## src/rtl/obuf_pkg.sv

```systemverilog
// obuf_pkg: shared definitions for the output-buffer arbiter.
//   - default row width / row count for obuf_arb
//   - drain controller state encoding
package obuf_pkg;

  localparam int VEC_WIDTH_DEF = 64;  // INT4 x 16 per row
  localparam int ARR_DEPTH_DEF = 64;

  typedef enum logic [1:0] {
    ST_IDLE  = 2'd0,
    ST_DRAIN = 2'd1,
    ST_FLUSH = 2'd2
  } obuf_state_e;

endpackage

```

## src/rtl/obuf_skid.sv

```systemverilog
// obuf_skid: 2-entry FIFO that absorbs RAM read returns while the
// consumer is stalled.
//   i_clk, i_rst   clock, synchronous active-high reset
//   i_push/i_data  write side (ignored when full)
//   i_pop          pop request (ignored when empty)
//   o_valid/o_data head entry
//   o_count        current occupancy (0..2)
module obuf_skid #(
  parameter int W = 70
) (
  input  logic         i_clk,
  input  logic         i_rst,
  input  logic         i_push,
  input  logic [W-1:0] i_data,
  input  logic         i_pop,
  output logic         o_valid,
  output logic [W-1:0] o_data,
  output logic [1:0]   o_count
);

  logic [W-1:0] mem_q [2];
  logic         wr_ptr_q;
  logic         rd_ptr_q;
  logic [1:0]   count_q;
  logic         do_push;
  logic         do_pop;

  assign do_pop  = i_pop && (count_q != 2'd0);
  assign do_push = i_push && (count_q != 2'd2);

  always_ff @(posedge i_clk) begin
    if (do_push) mem_q[wr_ptr_q] <= i_data;
  end

  always_ff @(posedge i_clk) begin
    if (i_rst) begin
      wr_ptr_q <= 1'b0;
      rd_ptr_q <= 1'b0;
      count_q  <= 2'd0;
    end else begin
      if (do_push) wr_ptr_q <= ~wr_ptr_q;
      if (do_pop)  rd_ptr_q <= ~rd_ptr_q;
      count_q <= count_q + {1'b0, do_push} - {1'b0, do_pop};
    end
  end

  assign o_valid = (count_q != 2'd0);
  assign o_data  = mem_q[rd_ptr_q];
  assign o_count = count_q;

endmodule

```

## src/rtl/obuf_arb.sv

```systemverilog
// obuf_arb: arbitrates a single external RAM port between PPU row writes
// (absolute priority) and an in-order drain that streams every written row
// out through a ready/valid interface.
//   i_clk, i_rst                    clock, synchronous active-high reset
//   i_ppu_we/addr/data              PPU row write
//   i_drain_start                   start a drain (honoured in IDLE only)
//   o_ram_we/addr/data, i_ram_q     external RAM port, 1-cycle read latency
//   o_rd_valid/addr/data, i_rd_ready drain stream
//   o_drain_busy, o_drain_done      drain status, done is a 1-cycle pulse
//   o_ovw_err                       sticky: a not-yet-drained row was rewritten
//
// state    | meaning
// ---------+-----------------------------------------------------------
// ST_IDLE  | waiting for i_drain_start
// ST_DRAIN | reading rows 0..ARR_DEPTH-1 in order, stalling on unwritten rows
// ST_FLUSH | all reads issued, waiting for the skid FIFO and RAM to empty
module obuf_arb
  import obuf_pkg::*;
#(
  parameter  int VEC_WIDTH = VEC_WIDTH_DEF,
  parameter  int ARR_DEPTH = ARR_DEPTH_DEF,
  localparam int AW        = $clog2(ARR_DEPTH)
) (
  input  logic                 i_clk,
  input  logic                 i_rst,
  input  logic                 i_ppu_we,
  input  logic [AW-1:0]        i_ppu_addr,
  input  logic [VEC_WIDTH-1:0] i_ppu_data,
  input  logic                 i_drain_start,
  output logic                 o_ram_we,
  output logic [AW-1:0]        o_ram_addr,
  output logic [VEC_WIDTH-1:0] o_ram_data,
  input  logic [VEC_WIDTH-1:0] i_ram_q,
  output logic                 o_rd_valid,
  output logic [AW-1:0]        o_rd_addr,
  output logic [VEC_WIDTH-1:0] o_rd_data,
  input  logic                 i_rd_ready,
  output logic                 o_drain_busy,
  output logic                 o_drain_done,
  output logic                 o_ovw_err
);

  obuf_state_e          state_q, state_d;
  logic [AW-1:0]        rd_ptr_q, rd_ptr_d;
  logic [ARR_DEPTH-1:0] bitmap_q, bitmap_d;
  logic                 inflight_q;
  logic [AW-1:0]        inflight_addr_q;
  logic                 ovw_err_q;

  logic                 skid_valid;
  logic [1:0]           skid_count;
  logic [AW+VEC_WIDTH-1:0] skid_head;
  logic                 pop;
  logic [1:0]           occ_after;
  logic                 issue;
  logic                 last_row;
  logic                 flush_done;

  assign pop = skid_valid & i_rd_ready & ~i_rst;

  // Occupancy is taken after this cycle's pop so a steady stream can issue
  // one read per cycle; a read issued here lands next cycle into a FIFO that
  // then holds at most one entry, so the 2-entry skid can never overflow.
  assign occ_after  = skid_count - {1'b0, pop} + {1'b0, inflight_q};
  assign issue      = (state_q == ST_DRAIN) & ~i_ppu_we & bitmap_q[rd_ptr_q] &
                      (occ_after < 2'd2);
  assign last_row   = (rd_ptr_q == AW'(ARR_DEPTH - 1));
  assign flush_done = (state_q == ST_FLUSH) & (skid_count == 2'd0) & ~inflight_q;

  always_comb begin
    state_d  = state_q;
    rd_ptr_d = rd_ptr_q;
    bitmap_d = bitmap_q;
    // Write and issue are mutually exclusive in a cycle, so the set and the
    // clear never collide.
    if (i_ppu_we) bitmap_d[i_ppu_addr] = 1'b1;
    if (issue) begin
      bitmap_d[rd_ptr_q] = 1'b0;
      rd_ptr_d = last_row ? '0 : rd_ptr_q + AW'(1);
    end
    case (state_q)
      ST_IDLE: begin
        if (i_drain_start) begin
          state_d  = ST_DRAIN;
          rd_ptr_d = '0;
        end
      end
      ST_DRAIN: if (issue && last_row) state_d = ST_FLUSH;
      ST_FLUSH: if (flush_done) state_d = ST_IDLE;
      default:  state_d = ST_IDLE;
    endcase
  end

  always_ff @(posedge i_clk) begin
    if (i_rst) begin
      state_q         <= ST_IDLE;
      rd_ptr_q        <= '0;
      bitmap_q        <= '0;
      inflight_q      <= 1'b0;
      inflight_addr_q <= '0;
      ovw_err_q       <= 1'b0;
    end else begin
      state_q         <= state_d;
      rd_ptr_q        <= rd_ptr_d;
      bitmap_q        <= bitmap_d;
      inflight_q      <= issue;
      inflight_addr_q <= rd_ptr_q;
      ovw_err_q       <= ovw_err_q | (i_ppu_we & bitmap_q[i_ppu_addr]);
    end
  end

  // The skid's own reset drops any return that lands on the reset edge.
  obuf_skid #(.W(AW + VEC_WIDTH)) u_skid (
    .i_clk   (i_clk),
    .i_rst   (i_rst),
    .i_push  (inflight_q),
    .i_data  ({inflight_addr_q, i_ram_q}),
    .i_pop   (pop),
    .o_valid (skid_valid),
    .o_data  (skid_head),
    .o_count (skid_count)
  );

  assign o_ram_we   = i_ppu_we;
  assign o_ram_addr = i_ppu_we ? i_ppu_addr : rd_ptr_q;
  assign o_ram_data = i_ppu_we ? i_ppu_data : '0;

  assign o_rd_valid   = skid_valid & ~i_rst;
  assign o_rd_addr    = skid_head[AW+VEC_WIDTH-1 -: AW];
  assign o_rd_data    = skid_head[VEC_WIDTH-1:0];
  assign o_drain_busy = (state_q != ST_IDLE) & ~i_rst;
  assign o_drain_done = flush_done & ~i_rst;
  assign o_ovw_err    = ovw_err_q;

endmodule
```

## config.mk

```make
export PLATFORM = sky130hd
export DESIGN_NAME = obuf_arb
export DESIGN_NICKNAME = d
export VERILOG_FILES = /design/src/rtl/obuf_pkg.sv /design/src/rtl/obuf_skid.sv /design/src/rtl/obuf_arb.sv
export SDC_FILE = /design/constraint.sdc
export NUM_CORES = 1
export LEC_CHECK = 0
export CORE_UTILIZATION = 49
export CTS_CLUSTER_DIAMETER = 120
export DETAILED_ROUTE_END_ITERATION = 12
export PLACE_DENSITY = 0.81
export SYNTH_ARGS = -nofsm -noshare
export SYNTH_HDL_FRONTEND = slang
export SYNTH_SLANG_ARGS = --single-unit
```

## constraint.sdc

```tcl
create_clock -name i_clk -period 4.9 [get_ports i_clk]
set_clock_uncertainty 0.15 [all_clocks]
set_input_delay 0.49 -clock i_clk [delete_from_list [all_inputs] [get_ports i_clk]]
set_output_delay 0.49 -clock i_clk [all_outputs]
set_load 0.01 [all_outputs]
```

* After elaboration in Yosys (flattened, before gate mapping) *
Memories as Yosys holds them, arrays and structs flattened. A register that Yosys moved wholly into a read port is not among the register bits.
Index checks and enable logic that the tools add are counted.

storage, ports and cells
  bits in registers = 84
  bits in writable memories = 140
  output and inout bits = 145
  word-level logic and storage cells = 81
  memories = 1

operators by class
  add/sub/neg operators = 5
  $lt $le $gt $ge = 5
  equality and inequality tests = 7
  multiplexer cells = 24
  bitwise operators = 20
  reductions and logical operators = 10

memory list
  name          words  bits a word  read ports  clocked after memory_dff  write ports  line             source
  u_skid.mem_q  2      70           1           1                         1            obuf_skid.sv:21  logic [W-1:0] mem_q [2];

operators by type and width
  operator               number
  $mux W64               3
  $and A64 B64 Y64       1
  $not A64 Y64           1
  $or A64 B64 Y64        1
  $mux W6                5
  $lt A6 B7 Y1 const B   2
  $bmux W1 S6            2
  $demux W1 S6           2
  $ge A6 B1 Y1 const B   2
  $and A1 B1 Y1          11
  $mux W1                8
  $add A6 B1 Y6 const B  1
  $eq A6 B6 Y1 const B   1
  $mux W2                3
  $ne A2 B2 Y1 const B   3
  $pmux W2 S3            1
  $logic_and A1 B1 Y1    5
  $not A1 Y1             5
  $add A2 B1 Y2          2
  $logic_not A2 Y1       2
  $reduce_bool A2 Y1     2
  $sub A2 B1 Y2          2
  $reduce_and A3 Y1      1
  $eq A2 B1 Y1 const B   1
  4 further kinds        4

* Logic depth before layout (Yosys ltp) *
  word-level depth = 10
  mapped depth = 11
  mapped depth without buffers = 10

* By module *
A second synthesis with hierarchy kept.

unflattened totals
  cell total of the unflattened synthesis = 869
  area, all modules = 10862.9 um^2

modules (own cells, without submodules)
  module     times used  cells an instance  area each (um^2)  sequential area each (um^2)
  obuf_skid  1           243                5642.9            4304.1
  obuf_arb   1           626                5220.0            1601.5

* Worst setup path before layout *
Ideal clock, no wire load.

  path kind = flip-flop to flip-flop
  from = register u_skid.count_q[1] (netlist: u_skid.o_count[1])
  to = memory u_skid.mem_q[0][0], enable pin
  setup time = 499 ps
  data arrival time = 3543 ps
  required time = 4251 ps
  setup slack = 709 ps
  stages on the path, launching flop included = 4
  buffers on the path = 0
  cells stage by stage = dfxtp_1 inv_1 o21ai_0 nor2_1

between the ends
  word-level cells in the longest chain between the ends = 4

RTL lines
  item                           line             source
  start: declaration             obuf_skid.sv:24  logic [1:0] count_q;
  start signal: assignment       obuf_skid.sv:43  count_q <= count_q + {1'b0, do_push} - {1'b0, do_pop};
  $ne A2 B2 Y1                   obuf_skid.sv:29  assign do_push = i_push && (count_q != 2'd2);
  $logic_and A1 B1 Y1            obuf_skid.sv:29
  $mux W1                        obuf_skid.sv:32  if (do_push) mem_q[wr_ptr_q] <= i_data;
  $mux W1 (implied by the code)  obuf_skid.sv:32
  end: declaration               obuf_skid.sv:21

No other way between the ends.

* Worst setup path in the final report *
  from = register rd_ptr_q[0]
  to = register bitmap_q[44]

between the ends
  word-level cells in the longest chain between the ends = 7
  elaborated cells on any way between the ends = 12
  classes of those cells = order compare: 2; mux: 5; bitwise: 4; reduce/logical: 1

RTL lines
  item                                                                       line             source
  start: declaration                                                         obuf_arb.sv:44   logic [AW-1:0] rd_ptr_q, rd_ptr_d;
  start signal: assignment                                                   obuf_arb.sv:104  rd_ptr_q <= rd_ptr_d;
  $lt A6 B7 Y1 (implied by the code) / $ge A6 B1 Y1 (equally long branches)  obuf_arb.sv:78   bitmap_d[rd_ptr_q] = 1'b0;
  $logic_and A1 B1 Y1 (implied by the code)                                  obuf_arb.sv:78
  $mux W1 (implied by the code)                                              obuf_arb.sv:78
  $demux W1 S6                                                               obuf_arb.sv:78
  $not A64 Y64 (no source line)                                              -
  $and A64 B64 Y64 (no source line)                                          -
  $mux W64 *                                                                 obuf_arb.sv:77   if (issue) begin
  end signal: assignment                                                     obuf_arb.sv:105  bitmap_q <= bitmap_d;
  end: declaration                                                           obuf_arb.sv:45   logic [ARR_DEPTH-1:0] bitmap_q, bitmap_d;

Mark *: on every way between the ends. The rest lies on a longest branch, timed or not. The select of a mux whose other input is x is not followed.
A chain may end at the register's enable or synchronous reset.

==> qor.yml <==
synthesis:
  ys_ff_latch: 225
  yosysWarnings: 0
  syn_area_um2: 10500
  synth.most_common_cell: "edfxtp_1"
  yosysTopAreaCell: "edfxtp_1"
  synth_ff_type: "edfxtp_1"
  synthCells: 870
  post_synth.cell_area_avg_um2: 12.1
  synth_cell_type_count: 61
  synthesis.nets: 1013
  synth_edf_count: 140
  synth-async-reset-ratio_pct: 0
  yosys-top-cells-count: "edfxtp_1 (140), nor2_1 (89), dfxtp_1 (85), mux2_2 (81), a21oi_1 (77)"
  netlist.area_leader.share_pct: 40.0
  synthTopCellsByArea: "edfxtp_1 (40%), dfxtp_1 (16%), mux2_2 (8.7%)"
  synth_seq_area_share_pct: 56.2
global_routing:
  grt.overflow.total: 0
  grt_use_total_pct: 27.4
  antenna_found_initial: 0
  grt_pass1_vias: 8201
  grt_max_degree: 84
  grt_pass1_wl_um: 46200
clock_tree:
  cts.clk_slew.worst_paths_ns: 0.06
  cts_resized: 0
  cts_tree: "built"
  cts_setup_buffers: 0
  cts.sinks: 225
  htreeDepth: 1
  cts_buffer_depth: 3
  cts-hold-fix-buffers: 0
  clkLatencyLatePin_ns: 0.52
  numCtsBuffers: 24
  cts_root_buf: "clkbuf_16"
floorplanning:
  io_pins: 284
  core_um2: 21000
  die_w_um: 148
  start_util_pct: 50.0
  die_area_um2: 22000
  dieHeight_um: 148
  rows: 53
power:
  powerDensity_nw_per_um2: 292
  vdd_ir_drop_max_v: 0.000169
  leakagePower_nw: 4.71
critical_path:
  reg2reg_to: "bitmap_q[44]$_SDFF_PP0_"
  worst-path-max-fanout: 25
  worstRegToRegCells: 8
  r2r_start: "rd_ptr_q[0]$_SDFF_PP0_"
  cp-end-kind: "flop"
  start_kind: "flop"
  r2r_slack_ns: 1.50
  path_class: "reg -> reg"
  worstPathRequired_ns: 5.20
  crit_arrival_ns: 3.70
sta:
  fmax_mhz: 294
  setup_viol: 0
  relSlewSlack_pct: 25.2
  worst_pin_slew_ns: 1.12
  tns_ns: 0
  fin_crit_ns: 3.40
  rsz0062_at_grt: "no"
  slew_viol_final: 0
  finalCritPeriodShare_pct: 69.3
  hold_viol: 0
cells_and_area:
  utilization_pct: 68.0
  drive_gt1_share_pct: 14.1
  syn_to_final_growth_pct: 36.1
  finalNonFillerCells: 1425
  design_area_um2: 14300
  nets: 1274
min_path:
  hold_depth: 0
  hold_path.startpoint: "inflight_addr_q[3]$_SDFF_PP0_"
  holdPathEnd: "u_skid.mem_q[1][67]$_DFFE_PP_"
  hp-class: "reg -> reg"
placement:
  dp_hpwl_um: 20800
  dp_cells: 1380
  gp_congestion: 0.965
  portBuffers: 283
  placed_cell_area_um2: 13500
detailed_routing:
  wl_per_cell_um: 21.4
  drtIter0Drc: 621
  vias: 8349
  drt-pass1-iter-count: 5
  vias_per_cell: 5.86
  drc: 0
  postRouteWirelength_um: 30500
  ant_nets: 0
outcome:
  status: "complete, no violations"
flow_run:
  max-cap-violations: 0
## where the power goes
group / switching (mW) / total, mW / internal (mW) / leakage [nW]
Sequential: 0.00489 / 2.02 / 2.01 / 1.94
Clock: 0.736 / 1.85 / 1.11 / 0.388
Combinational: 0.132 / 0.317 / 0.185 / 2.38
Total: 0.873 / 4.18 / 3.31 / 4.71
## logic make-up (layout without fill, tap and decap cells)
group / count (synthesis) / in the layout / share of synthesized area, %
xor gates and xnor gates: 6 / 6 / 0.500
other: 0 / 1 / 0
adders and majority gates: 4 / 4 / 0.477
and+or+nand+nor: 251 / 251 / 12.3
muxes: 133 / 133 / 15.2
DFF: 225 / 225 / 56.2
buffers and inverters: 72 / 351 / 3.49
AOI/OAI and AO/OA: 179 / 179 / 11.7
## flip-flops by register name, indices dropped and copies added (netlist names), named ones only
name and cells:
bitmap_q 64, inflight_addr_q 6, inflight_q 1, o_ovw_err 1
rd_ptr_q 6, state_q 2, u_skid.mem_q 140, u_skid.o_count 2
u_skid.rd_ptr_q 1, u_skid.wr_ptr_q 1
## stage by stage
stage / hold WS [ns] / power, mW / setup WS [ns]
global placement: 0.255 / 2.37 / 1.60
finish: 0.279 / 4.18 / 1.50
floorplan: 0.254 / 2.16 / 0.709
CTS: 0.280 / 4.21 / 1.56
detailed placement: 0.266 / 2.37 / 1.55
global route: 0.290 / 4.31 / 1.41
## cell usage in the layout (no fill, tap or decap), types with 5 or more instances in the layout
cell type	netlist	final
nand3_1	11	11
nor2_1	89	87
a22oi_1	5	5
inv_1	8	8
mux2_2	81	81
a21oi_1	77	77
a211oi_1	22	22
o21ai_0	5	5
mux4_2	13	13
nand2_1	30	30
o31a_1	37	37
nor2b_1	14	14
a221oi_1	5	5
clkinv_1	0	6
xnor2_1	6	6
nor3_1	12	12
edfxtp_1	140	140
clkbuf_16	0	24
dfxtp_1	85	84
buf_4	2	15
clkdlybuf4s50_1	0	281
and2_1	68	68
mux2i_1	35	35
## worst max-delay path, stage by stage (launching register included)
cell     delay (ns)
dfxtp_1        0.79
buf_12         0.27
mux2i_1        0.21
mux4_2         0.28
o22ai_2        0.09
or3_4          0.38
o21ai_4        0.53
buf_4          0.40
o31a_1         0.21
## how the worst max path moves through the flow
stage,from,to,slack [ns],depth (start not counted)
after global routing,rd_ptr_q[0]$_SDFF_PP0_,bitmap_q[44]$_SDFF_PP0_,1.41,8
after CTS,rd_ptr_q[0]$_SDFF_PP0_,bitmap_q[44]$_SDFF_PP0_,1.56,8
after global placement,i_ppu_addr[1],o_ovw_err$_SDFF_PP0_,1.60,8
final,rd_ptr_q[0]$_SDFF_PP0_,bitmap_q[44]$_SDFF_PP0_,1.50,8
after detailed placement,i_ppu_addr[1],o_ovw_err$_SDFF_PP0_,1.55,8
after floorplan,u_skid.o_count[1]$_SDFF_PP0_,u_skid.mem_q[0][0]$_DFFE_PP_,0.71,3
## layer usage
metal / global-route usage [%] / wire length, um / part of all wire [%] / vias to the layer above
met5: 0 / 0 / 0 / -
met4: 14.6 / 1610 / 5.3 / 0
met1: 33.5 / 11500 / 38 / 3945
li1: - / - / - / 3758
met2: 45.1 / 14300 / 47 / 545
met3: 6.38 / 3070 / 10 / 101
## area by class of cell
cell class                      instances  area, um^2
Fill cell                            1507        6730
Sequential cell                       225        5910
Multi-Input combinational cell        573        4250
Timing Repair Buffer                  299        2960
Clock buffer                           27         612
Tap cell                              275         344
Clock inverter                         17         199
Inverter                                8        30.0
Antenna cell                            1        2.50
Note: power is estimated with default switching activity, not from simulation.
==> variant, RTL diff (same settings) <==
The 3 states of `obuf_state_e` get a one-hot encoding in 3 bits.
--- a/src/rtl/obuf_pkg.sv
+++ b/src/rtl/obuf_pkg.sv
@@ -8,6 +8,6 @@
 
-  typedef enum logic [1:0] {
-    ST_IDLE  = 2'd0,
-    ST_DRAIN = 2'd1,
-    ST_FLUSH = 2'd2
+  typedef enum logic [2:0] {
+    ST_IDLE  = 3'b001,
+    ST_DRAIN = 3'b010,
+    ST_FLUSH = 3'b100
   } obuf_state_e;
Check against the original RTL: same outputs for any inputs over 4 cycles, from zero or initial values and one cycle with i_rst high; so few cycles prove little.
==> variant against the unedited design <==
- routed wire length shrank 5.3%
- clock power grew 3%
- sequential cell count grew 1
- power grew 1.4%
- non-clock buffer count grew 4
- sequential power is essentially flat
- combinational power shrank 2%
- global-route usage shrank 0.43 points
- synthesized area shrank 3.8%
- die area shrank 3.7%
- setup slack lost 0.14 ns
- final area shrank 2.0%
- synthesized cell count shrank 13%
- count of clock-buffer cells in the layout grew 3
- critical path type unchanged
==> variant: results (changes against the unedited design) <==
| Metric | Value |
|---|---|
| Wl on met1 | 11.7 mm (+1.5%) |
| Yosys cell types | 53 (-13%) |
| Cells after synthesis | 758 (-13%) |
| Tot GR Track Use | 27.0% (-0.43 points) |
| List of most frequent post-synthesis cells | 140 x edfxtp_1, 86 x dfxtp_1, 76 x mux2_2 |
| Area after DPL | 13,200 sq um (-2.3%) |
| Final #Nets | 1,175 (-7.8%) |
| Pre-antenna DRT Iters | 7 (+2) |
| Sequential share of cell area | 42.3% (+1.0 points) |
| CP max FO | 15 (-40%) |
| Final non-filler cell area | 14,000 sq um (-2.0%) |
| Non-clock buffers, area share | 21.2% (+0.55 points) |
| WL/cell | 21.9 um (+2.1%) |
| Drt initial violations | 689 (+11%) |
| Bufs w/o clock | 303 (+1.3%) |
| Vias | 7,634 (-8.6%) |
| Syn Nets | 901 (-11%) |
| Largest net degree at the start of global routing | 85 (+1.2%) |
| Compound-Gate Fraction of Synth Area | 11.8% (+0.016 points) |
| First-pass GRT wire length | 43.9 mm (-4.9%) |
| Vias in the first global route | 7,442 (-9.3%) |
| Worst Path Arrival | 3.80 ns (+0.10 ns) |
| Synthesized-area fraction occupied by adder cells | 0.495% (+0.019 points) |
| WL met2 | 13.3 mm (-7.0%) |
| Outcome | finished clean |
| Share of cells above drive strength 1 | 18.1% (+4.0 points) |
| Area contributors post-synth | edfxtp_1 42%, dfxtp_1 17%, mux2_2 8.5% |
| Delay of the slowest critical-path stage | 0.85 ns (+0.06 ns) |
| CLK BUF | 30 (+11%) |
| Filler instances | 1,407 (-6.6%) |
| Place WS | 1.15 ns (-0.410 ns) |
| #MultiIn Comb | 466 (-19%) |
| Slew headroom | 18.6% (-6.6 points) |
| Xor and xnor area share after synthesis | 0.520% (+0.020 points) |
| Clock-cell share | 5.97% (+0.30 points) |
| Initial antenna violation count | 3 (+3) |
-- variant: power breakdown --
| group | leakage [nW] | switching [W] | internal [W] | total, W |
|---|---|---|---|---|
| Combinational | 2.29 | 0.000127 | 0.000183 | 0.000310 |
| Clock | 0.402 | 0.000725 | 0.00118 | 0.00190 |
| Sequential | 1.97 | 0.00000444 | 0.00202 | 0.00202 |
| Total | 4.66 | 0.000857 | 0.00338 | 0.00424 |
-- variant: worst paths after layout --
kind                                             to  slack (ns)  depth (start not counted)
worst max-delay path                   bitmap_q[46]        1.36                          7
worst min-delay path            u_skid.mem_q[0][65]        0.29                          0
worst max register to register         bitmap_q[46]        1.36                          7
worst min register to register  u_skid.mem_q[0][65]        0.29                          0
-- variant: routing by layer --
layer	GRT usage, %	vias up
met2	42.3	427
met4	11.2	4
li1	-	3446
met3	6.93	99
met5	0	-
met1	35.9	3658
